===== config.mk =====
export PLATFORM = sky130hd
export DESIGN_NAME = commit_unit_flat
export DESIGN_NICKNAME = d
export VERILOG_FILES = /design/src/rtl/commit_unit_if.sv /design/src/rtl/commit_unit.sv /design/src/flat_wrapper.sv
export SDC_FILE = /design/constraint.sdc
export NUM_CORES = 1
export LEC_CHECK = 0
export BUFFER_PORTS_ARGS = -buffer_cell sky130_fd_sc_hd__buf_2
export CORE_ASPECT_RATIO = 1.75
export CORE_MARGIN = 5
export CORE_UTILIZATION = 49
export CTS_CLUSTER_SIZE = 12
export DETAILED_ROUTE_END_ITERATION = 8
export MAX_ROUTING_LAYER = met4
export PLACE_DENSITY = 0.8
export SETUP_SLACK_MARGIN = 0.1
export SYNTH_ARGS = -nofsm -noshare
export SYNTH_HDL_FRONTEND = slang
export SYNTH_SLANG_ARGS = --single-unit

===== constraint.sdc =====
create_clock -name clk -period 2.2 [get_ports clk]
set_input_delay 0.44 -clock clk [delete_from_list [all_inputs] [get_ports clk]]
set_output_delay 0.44 -clock clk [all_outputs]
set_load 0.05 [all_outputs]

===== src/rtl/commit_unit_if.sv =====
// commit_unit_if: active-list head, store-queue head, D-cache write port and retirement outputs
interface commit_unit_if #(
  parameter int AL_DEPTH = 64,
  parameter int FL_DEPTH = 64,
  parameter int PR_W     = 7,
  parameter int ADDR_W   = 32
);
  localparam int AL_W = $clog2(AL_DEPTH);
  localparam int FL_W = $clog2(FL_DEPTH);
  logic              flush;
  logic              al_head_valid;
  logic              al_head_ready;
  logic              al_head_is_load;
  logic              al_head_is_store;
  logic              al_head_is_branch;
  logic              al_head_uses_rw;
  logic [PR_W-1:0]   al_head_reclaim;
  logic [ADDR_W-1:0] sq_head_addr;
  logic [ADDR_W-1:0] sq_head_data;
  logic              dc_wr_req;
  logic [ADDR_W-1:0] dc_wr_addr;
  logic [ADDR_W-1:0] dc_wr_data;
  logic              dc_wr_ack;
  logic [AL_W-1:0]   head_ptr;
  logic              head_color;
  logic              commit_valid;
  logic [AL_W-1:0]   commit_al_id;
  logic              load_done;
  logic              store_done;
  logic              branch_done;
  logic              free_wr_en;
  logic [PR_W-1:0]   free_wr_preg;
  logic [FL_W-1:0]   free_tail_ptr;
  logic [31:0]       retired_count;
  modport master (
    input  flush, al_head_valid, al_head_ready, al_head_is_load, al_head_is_store,
           al_head_is_branch, al_head_uses_rw, al_head_reclaim, sq_head_addr, sq_head_data,
           dc_wr_ack,
    output dc_wr_req, dc_wr_addr, dc_wr_data, head_ptr, head_color, commit_valid, commit_al_id,
           load_done, store_done, branch_done, free_wr_en, free_wr_preg, free_tail_ptr,
           retired_count
  );
  modport slave (
    output flush, al_head_valid, al_head_ready, al_head_is_load, al_head_is_store,
           al_head_is_branch, al_head_uses_rw, al_head_reclaim, sq_head_addr, sq_head_data,
           dc_wr_ack,
    input  dc_wr_req, dc_wr_addr, dc_wr_data, head_ptr, head_color, commit_valid, commit_al_id,
           load_done, store_done, branch_done, free_wr_en, free_wr_preg, free_tail_ptr,
           retired_count
  );
endinterface


===== src/rtl/commit_unit.sv =====
// commit_unit: in-order retirement of the active-list head, one per cycle; stores drain to D-cache first
module commit_unit #(
  parameter int AL_DEPTH = 64,
  parameter int FL_DEPTH = 64,
  parameter int PR_W     = 7,
  parameter int ADDR_W   = 32
) (
  input logic           clk,
  input logic           rst,
  commit_unit_if.master bus
);
  typedef enum logic {IDLE, ST_WAIT} state_t;
  state_t          state, state_d;
  logic            eligible, take_store, ack_fire, retire, retire_rw, st_rw;
  logic [PR_W-1:0] retire_preg, st_preg;
  always_ff @(posedge clk) state <= rst ? IDLE : state_d;
  // the store's reclaim info is captured on entry so the ack-time retire does not depend on head inputs
  always_comb begin
    eligible    = state == IDLE && bus.al_head_valid && bus.al_head_ready && !bus.flush;
    take_store  = eligible && bus.al_head_is_store;
    ack_fire    = state == ST_WAIT && bus.dc_wr_req && bus.dc_wr_ack;
    retire      = (eligible && !bus.al_head_is_store) || ack_fire;
    retire_rw   = ack_fire ? st_rw : bus.al_head_uses_rw;
    retire_preg = ack_fire ? st_preg : bus.al_head_reclaim;
    state_d     = take_store ? ST_WAIT : ack_fire ? IDLE : state;
  end
  always_ff @(posedge clk) begin
    if (rst) begin
      bus.head_ptr      <= '0;
      bus.head_color    <= 1'b0;
      bus.free_tail_ptr <= '0;
      bus.retired_count <= '0;
      bus.commit_valid  <= 1'b0;
      bus.commit_al_id  <= '0;
      bus.load_done     <= 1'b0;
      bus.store_done    <= 1'b0;
      bus.branch_done   <= 1'b0;
      bus.free_wr_en    <= 1'b0;
      bus.free_wr_preg  <= '0;
      bus.dc_wr_req     <= 1'b0;
      bus.dc_wr_addr    <= '0;
      bus.dc_wr_data    <= '0;
      st_rw             <= 1'b0;
      st_preg           <= '0;
    end else begin
      bus.commit_valid <= retire;
      bus.load_done    <= eligible && !bus.al_head_is_store && bus.al_head_is_load;
      bus.branch_done  <= eligible && !bus.al_head_is_store && bus.al_head_is_branch;
      bus.store_done   <= ack_fire;
      bus.free_wr_en   <= retire && retire_rw;
      if (retire) begin
        bus.commit_al_id  <= bus.head_ptr;
        bus.head_ptr      <= bus.head_ptr + 1'b1;
        bus.head_color    <= (&bus.head_ptr) ? ~bus.head_color : bus.head_color;
        bus.retired_count <= bus.retired_count + 32'd1;
      end
      if (retire && retire_rw) begin
        bus.free_wr_preg  <= retire_preg;
        bus.free_tail_ptr <= bus.free_tail_ptr + 1'b1;
      end
      if (take_store) begin
        bus.dc_wr_req  <= 1'b1;
        bus.dc_wr_addr <= bus.sq_head_addr;
        bus.dc_wr_data <= bus.sq_head_data;
        st_rw          <= bus.al_head_uses_rw;
        st_preg        <= bus.al_head_reclaim;
      end else if (ack_fire) begin
        bus.dc_wr_req <= 1'b0;
      end
    end
  end
endmodule

===== src/flat_wrapper.sv =====
// flat-port wrapper written by rule: the top's interface ports become plain ports
module commit_unit_flat 
#(
  parameter int AL_DEPTH = 64,
  parameter int FL_DEPTH = 64,
  parameter int PR_W     = 7,
  parameter int ADDR_W   = 32
)
  (clk, rst, bus_flush, bus_al_head_valid, bus_al_head_ready, bus_al_head_is_load, bus_al_head_is_store, bus_al_head_is_branch, bus_al_head_uses_rw, bus_al_head_reclaim, bus_sq_head_addr, bus_sq_head_data, bus_dc_wr_ack, bus_dc_wr_req, bus_dc_wr_addr, bus_dc_wr_data, bus_head_ptr, bus_head_color, bus_commit_valid, bus_commit_al_id, bus_load_done, bus_store_done, bus_branch_done, bus_free_wr_en, bus_free_wr_preg, bus_free_tail_ptr, bus_retired_count);
  commit_unit_if #(.AL_DEPTH(AL_DEPTH), .FL_DEPTH(FL_DEPTH), .PR_W(PR_W), .ADDR_W(ADDR_W)) bus_i ();
  input logic clk;
  input logic rst;
  input wire logic [$bits(bus_i.flush)-1:0] bus_flush;
  input wire logic [$bits(bus_i.al_head_valid)-1:0] bus_al_head_valid;
  input wire logic [$bits(bus_i.al_head_ready)-1:0] bus_al_head_ready;
  input wire logic [$bits(bus_i.al_head_is_load)-1:0] bus_al_head_is_load;
  input wire logic [$bits(bus_i.al_head_is_store)-1:0] bus_al_head_is_store;
  input wire logic [$bits(bus_i.al_head_is_branch)-1:0] bus_al_head_is_branch;
  input wire logic [$bits(bus_i.al_head_uses_rw)-1:0] bus_al_head_uses_rw;
  input wire logic [$bits(bus_i.al_head_reclaim)-1:0] bus_al_head_reclaim;
  input wire logic [$bits(bus_i.sq_head_addr)-1:0] bus_sq_head_addr;
  input wire logic [$bits(bus_i.sq_head_data)-1:0] bus_sq_head_data;
  input wire logic [$bits(bus_i.dc_wr_ack)-1:0] bus_dc_wr_ack;
  output wire logic [$bits(bus_i.dc_wr_req)-1:0] bus_dc_wr_req;
  output wire logic [$bits(bus_i.dc_wr_addr)-1:0] bus_dc_wr_addr;
  output wire logic [$bits(bus_i.dc_wr_data)-1:0] bus_dc_wr_data;
  output wire logic [$bits(bus_i.head_ptr)-1:0] bus_head_ptr;
  output wire logic [$bits(bus_i.head_color)-1:0] bus_head_color;
  output wire logic [$bits(bus_i.commit_valid)-1:0] bus_commit_valid;
  output wire logic [$bits(bus_i.commit_al_id)-1:0] bus_commit_al_id;
  output wire logic [$bits(bus_i.load_done)-1:0] bus_load_done;
  output wire logic [$bits(bus_i.store_done)-1:0] bus_store_done;
  output wire logic [$bits(bus_i.branch_done)-1:0] bus_branch_done;
  output wire logic [$bits(bus_i.free_wr_en)-1:0] bus_free_wr_en;
  output wire logic [$bits(bus_i.free_wr_preg)-1:0] bus_free_wr_preg;
  output wire logic [$bits(bus_i.free_tail_ptr)-1:0] bus_free_tail_ptr;
  output wire logic [$bits(bus_i.retired_count)-1:0] bus_retired_count;
  assign bus_i.flush = bus_flush;
  assign bus_i.al_head_valid = bus_al_head_valid;
  assign bus_i.al_head_ready = bus_al_head_ready;
  assign bus_i.al_head_is_load = bus_al_head_is_load;
  assign bus_i.al_head_is_store = bus_al_head_is_store;
  assign bus_i.al_head_is_branch = bus_al_head_is_branch;
  assign bus_i.al_head_uses_rw = bus_al_head_uses_rw;
  assign bus_i.al_head_reclaim = bus_al_head_reclaim;
  assign bus_i.sq_head_addr = bus_sq_head_addr;
  assign bus_i.sq_head_data = bus_sq_head_data;
  assign bus_i.dc_wr_ack = bus_dc_wr_ack;
  assign bus_dc_wr_req = bus_i.dc_wr_req;
  assign bus_dc_wr_addr = bus_i.dc_wr_addr;
  assign bus_dc_wr_data = bus_i.dc_wr_data;
  assign bus_head_ptr = bus_i.head_ptr;
  assign bus_head_color = bus_i.head_color;
  assign bus_commit_valid = bus_i.commit_valid;
  assign bus_commit_al_id = bus_i.commit_al_id;
  assign bus_load_done = bus_i.load_done;
  assign bus_store_done = bus_i.store_done;
  assign bus_branch_done = bus_i.branch_done;
  assign bus_free_wr_en = bus_i.free_wr_en;
  assign bus_free_wr_preg = bus_i.free_wr_preg;
  assign bus_free_tail_ptr = bus_i.free_tail_ptr;
  assign bus_retired_count = bus_i.retired_count;
  commit_unit #(.AL_DEPTH(AL_DEPTH), .FL_DEPTH(FL_DEPTH), .PR_W(PR_W), .ADDR_W(ADDR_W)) u_core (.clk(clk), .rst(rst), .bus(bus_i));
endmodule

==> metrics.md <==
| Metric | Value |
|---|---|
| Status | `complete, no violations` |
| Clock power share | `49.4%` |
| Synthesized flop and latch total | `136` |
| Final ANT Viol Nets | `0` |
| Worst Hold Depth | `2` |
| Register area | `between 2000 and 3000 sq um` |
| Clk_lat worst skew | `between 0.4 and 0.5 ns` |
| Part of the power in combinational logic | `6.6%` |
| CP arrival | `2.19 ns` |
| Min Tclk post-route | `1.90 ns` |
| Port buffer count | `208` |
| Ys Warns | `0` |
| HP Start | `bus_al_head_is_branch` |
| Dpl hpwl | `10.8 mm` |
| Internal power | `~4.3 mW` |
| Multi-input logic area | `about 2500 sq um` |
| Fin Clk Skew | `0.0120 ns` |
| Die span in y | `150 um` |
| Final period utilization | `between 80 and 90%` |
| CTS buffer count | `17` |
| Final setup violation count | `0` |
| Worst slew pin tran | `0.755 ns` |
| Setup TNS Final | `0 ns` |
| Vias in the first global route | `roughly 5300` |
| Synthesized instance count | `672` |
| Hold slack | `0.242 ns` |
| First-pass GRT wire length | `24.6 mm` |
| Via density | `~5.3` |
| CTS Root Buffer Type | `clkbuf_16` |
| CTS max path bufs | `2` |
| Area growth syn-to-layout | `32.5%` |
| Critical path class | `register to register` |
| Slew Limit Headroom | `49.7%` |
| Layout fillers | `950` |
| Leak Pwr | `3.16 nW` |
| Hold WC Path Type | `input pin to register` |
| CTS H-tree lvls | `4` |
| Chip width | `about 90 um` |
| Wire length per cell | `roughly 15 um` |
| Hold worst-path end | `u_core.bus.branch_done$_SDFF_PP0_` |
| Slew Limit Fails | `0` |
| Syn_area_per_cell | `8.14 sq um` |
| Remaining DRCs | `0` |
| Register area share after synthesis | `49.8%` |
| Total congestion overflow | `0` |
| Reg2Reg Depth | `4` |
| Synthesized cell area | `5470 sq um` |
| Place WS | `between 0.15 and 0.2 ns` |
| Largest net degree at the start of global routing | `74` |
| Core area | `11000 sq um` |
| Final wirelength | `15.1 mm` |
| CTS sink cnt | `136` |
| CP endpoint kind | `register` |
| Hold Buf Count CTS | `0` |
| Fin worst setup slack | `a little under 0.3 ns` |
| Reg power frac | `between 40% and 50%` |
| Share of layout cells above drive strength 1 | `29.7%` |
| CTS tree | `done` |
| Site row count | `51` |
| Worst path required time | `2.49 ns` |
| Worst VDD drop | `0.673 mV` |
| Routability Congestion | `0.852` |
| Worst reg2reg endpoint | `u_core.bus.retired_count[20]$_SDFFE_PP0P_` |
| Total setup buffers inserted after CTS | `0` |
| RSZ-0062 raised after global routing | `false` |
| Synth Net Count | `756` |
| Total track usage | `22.6%` |
| Hold Fails Final Rpt | `0` |
| Sw power | `about 1.4 mW` |
| Final #Nets | `953` |
| I/O pin total | `209` |
| Crit Path Max Fanout | `8` |
| R2r setup slk | `between 0.2 and 0.3 ns` |
| Clock transition at path regs | `0.06 ns` |
| Worst r2r src | `u_core.bus.retired_count[6]$_SDFFE_PP0P_` |
| Setup crit start kind | `register` |
| Initial Utilization | `49.6%` |
| Iteration-0 DRC Markers | `about 240` |
| First drt pass iteration count | `5` |
| Initial antenna violation count | `2` |
| Max_cap viols | `0` |
| Max Clock Freq | `0.525 GHz` |
| Synth cell types | `40` |
| Total of cells resized after clock tree synthesis | `0` |
| Final Power | `5.72 mW` |
| Sw Ratio | `roughly a quarter` |
| Routed via count | `5428` |
| Die area | `13500 sq um` |
| Pwr/cell area | `between 700 and 800 nW/um^2` |
## flip-flops by register name, indices dropped and copies added, names as in the netlist, 6 cells and up
register	cells
u_core.bus.commit_al_id	6
u_core.bus.dc_wr_addr	32
u_core.bus.dc_wr_data	32
u_core.bus.free_tail_ptr	6
u_core.bus.free_wr_preg	7
u_core.bus.head_ptr	6
u_core.bus.retired_count	32
u_core.st_preg	7
## metal layers
layer | share of wire, % | wire [um] | GRT usage [%] | vias up
met2 | 51 | 7720 | 37.8 | 219
met3 | 7.3 | 1110 | 6.84 | 24
met5 | 0 | 0 | - | -
met1 | 39 | 5950 | 25.1 | 2503
met4 | 2.4 | 356 | 9.31 | 0
li1 | - | - | - | 2682
## cell usage in the layout, fill, tap and decap left out, types with 2 or more instances in the layout
| cell type | instances |
|---|---|
| buf_12 | 3 |
| o21ai_0 | 7 |
| a21oi_1 | 98 |
| inv_6 | 4 |
| o31ai_1 | 7 |
| or3_1 | 7 |
| nor3_1 | 7 |
| or3b_1 | 2 |
| clkinv_4 | 5 |
| a311oi_1 | 7 |
| nand2b_1 | 2 |
| ha_1 | 3 |
| xnor2_1 | 4 |
| nor2_1 | 36 |
| nor4_1 | 10 |
| mux2_1 | 20 |
| buf_2 | 207 |
| nor2b_1 | 22 |
| clkbuf_16 | 17 |
| inv_1 | 6 |
| and2_1 | 7 |
| and3_1 | 4 |
| or4_1 | 7 |
| clkinv_2 | 2 |
| bufinv_16 | 2 |
| and4_1 | 5 |
| nand4_1 | 12 |
| buf_4 | 13 |
| dfxtp_1 | 136 |
| o41ai_1 | 2 |
| nand3_1 | 11 |
| diode_2 | 2 |
| nand2_1 | 191 |
## critical path: stages (launching register included)
cell	delay [ns]
dfxtp_1	0.39
and3_1	0.34
nand4_1	0.31
nor4_1	0.39
mux2_1	0.36
## synthesized netlist by cell type
master,count,area share [%]
and4b_1,1,0.18
a21oi_2,1,0.16
and2_1,7,0.80
o21ai_0,7,0.64
nand4bb_1,1,0.21
and4_1,5,0.80
nor2_1,37,2.5
xnor2_1,4,0.64
a22oi_2,1,0.23
nand4b_1,1,0.16
o21ai_1,1,0.091
a311oi_1,7,1.1
or3_1,7,0.80
ha_1,3,0.69
nor4_1,10,1.1
nand3_1,11,1.0
and4bb_4,1,0.30
o41ai_1,2,0.32
nand2b_1,2,0.23
buf_1,2,0.14
nor2b_1,22,2.5
o31ai_1,7,0.96
dfxtp_1,136,50
nand4_1,12,1.4
nor3_1,7,0.64
a32o_1,1,0.18
clkbuf_1,33,2.3
inv_1,6,0.41
or3b_1,2,0.32
mux2_2,1,0.21
a31o_2,1,0.16
buf_2,9,0.82
a21oi_1,98,9.0
and3_1,4,0.46
o22ai_1,1,0.11
mux2i_1,1,0.18
or4_1,7,0.96
nand2_1,192,13
mux2_1,20,4.1
buf_6,1,0.21
## how the worst max path moves through the flow
stage / to / slack [ns] / cells after the start / from
CTS: u_core.bus.retired_count[20]$_SDFFE_PP0P_ / 0.31 / 4 / u_core.bus.retired_count[6]$_SDFFE_PP0P_
global route: u_core.bus.retired_count[29]$_SDFFE_PP0P_ / 0.14 / 4 / u_core.bus.retired_count[12]$_SDFFE_PP0P_
global placement: u_core.bus.retired_count[31]$_SDFFE_PP0P_ / 0.23 / 6 / bus_flush
floorplan: u_core.bus.retired_count[20]$_SDFFE_PP0P_ / 0.17 / 5 / u_core.bus.retired_count[5]$_SDFFE_PP0P_
detailed placement: u_core.bus.retired_count[29]$_SDFFE_PP0P_ / 0.19 / 6 / bus_flush
finish: u_core.bus.retired_count[20]$_SDFFE_PP0P_ / 0.30 / 4 / u_core.bus.retired_count[6]$_SDFFE_PP0P_
## per-stage QoR
stage,utilization (%),instances,instance area [sq um]
floorplan,-,672,5470
global placement,60.3,982,6650
detailed placement,60.3,982,6650
CTS,65.6,1014,7240
global route,65.7,1016,7250
finish,65.7,1016,7250
## kinds of logic after synthesis
logic type	after synthesis	synth area share (%)
multiplexers	22	4.51
flip-flops	136	49.8
AND/OR/NAND/NOR	329	27.6
buffers and inverters	51	3.84
XOR/XNOR	4	0.640
AO/OA/AOI/OAI	127	12.9
adder cells (fa/ha/maj)	3	0.686
## power by group through the flow
| stage | registers [mW] | clock network [mW] | logic, mW |
|---|---|---|---|
| finish | 2.52 | 2.83 | 0.380 |
| global route | 2.52 | 2.98 | 0.413 |
| global placement | 2.57 | 0 | 0.376 |
| CTS | 2.52 | 2.87 | 0.381 |
| floorplan | 2.68 | 0 | 0.122 |
| detailed placement | 2.57 | 0 | 0.379 |
## final cells by class
cell class / instances / share of cell area (%)
tap: 132 / 2.28
multi-input combinational: 485 / 35.1
clock inverter: 15 / 2.31
clock buffer: 17 / 5.87
antenna: 2 / 0.0690
inverter: 6 / 0.311
timing repair buffer: 223 / 16.5
sequential: 136 / 37.6
Note: power is estimated with default switching activity, not from simulation.
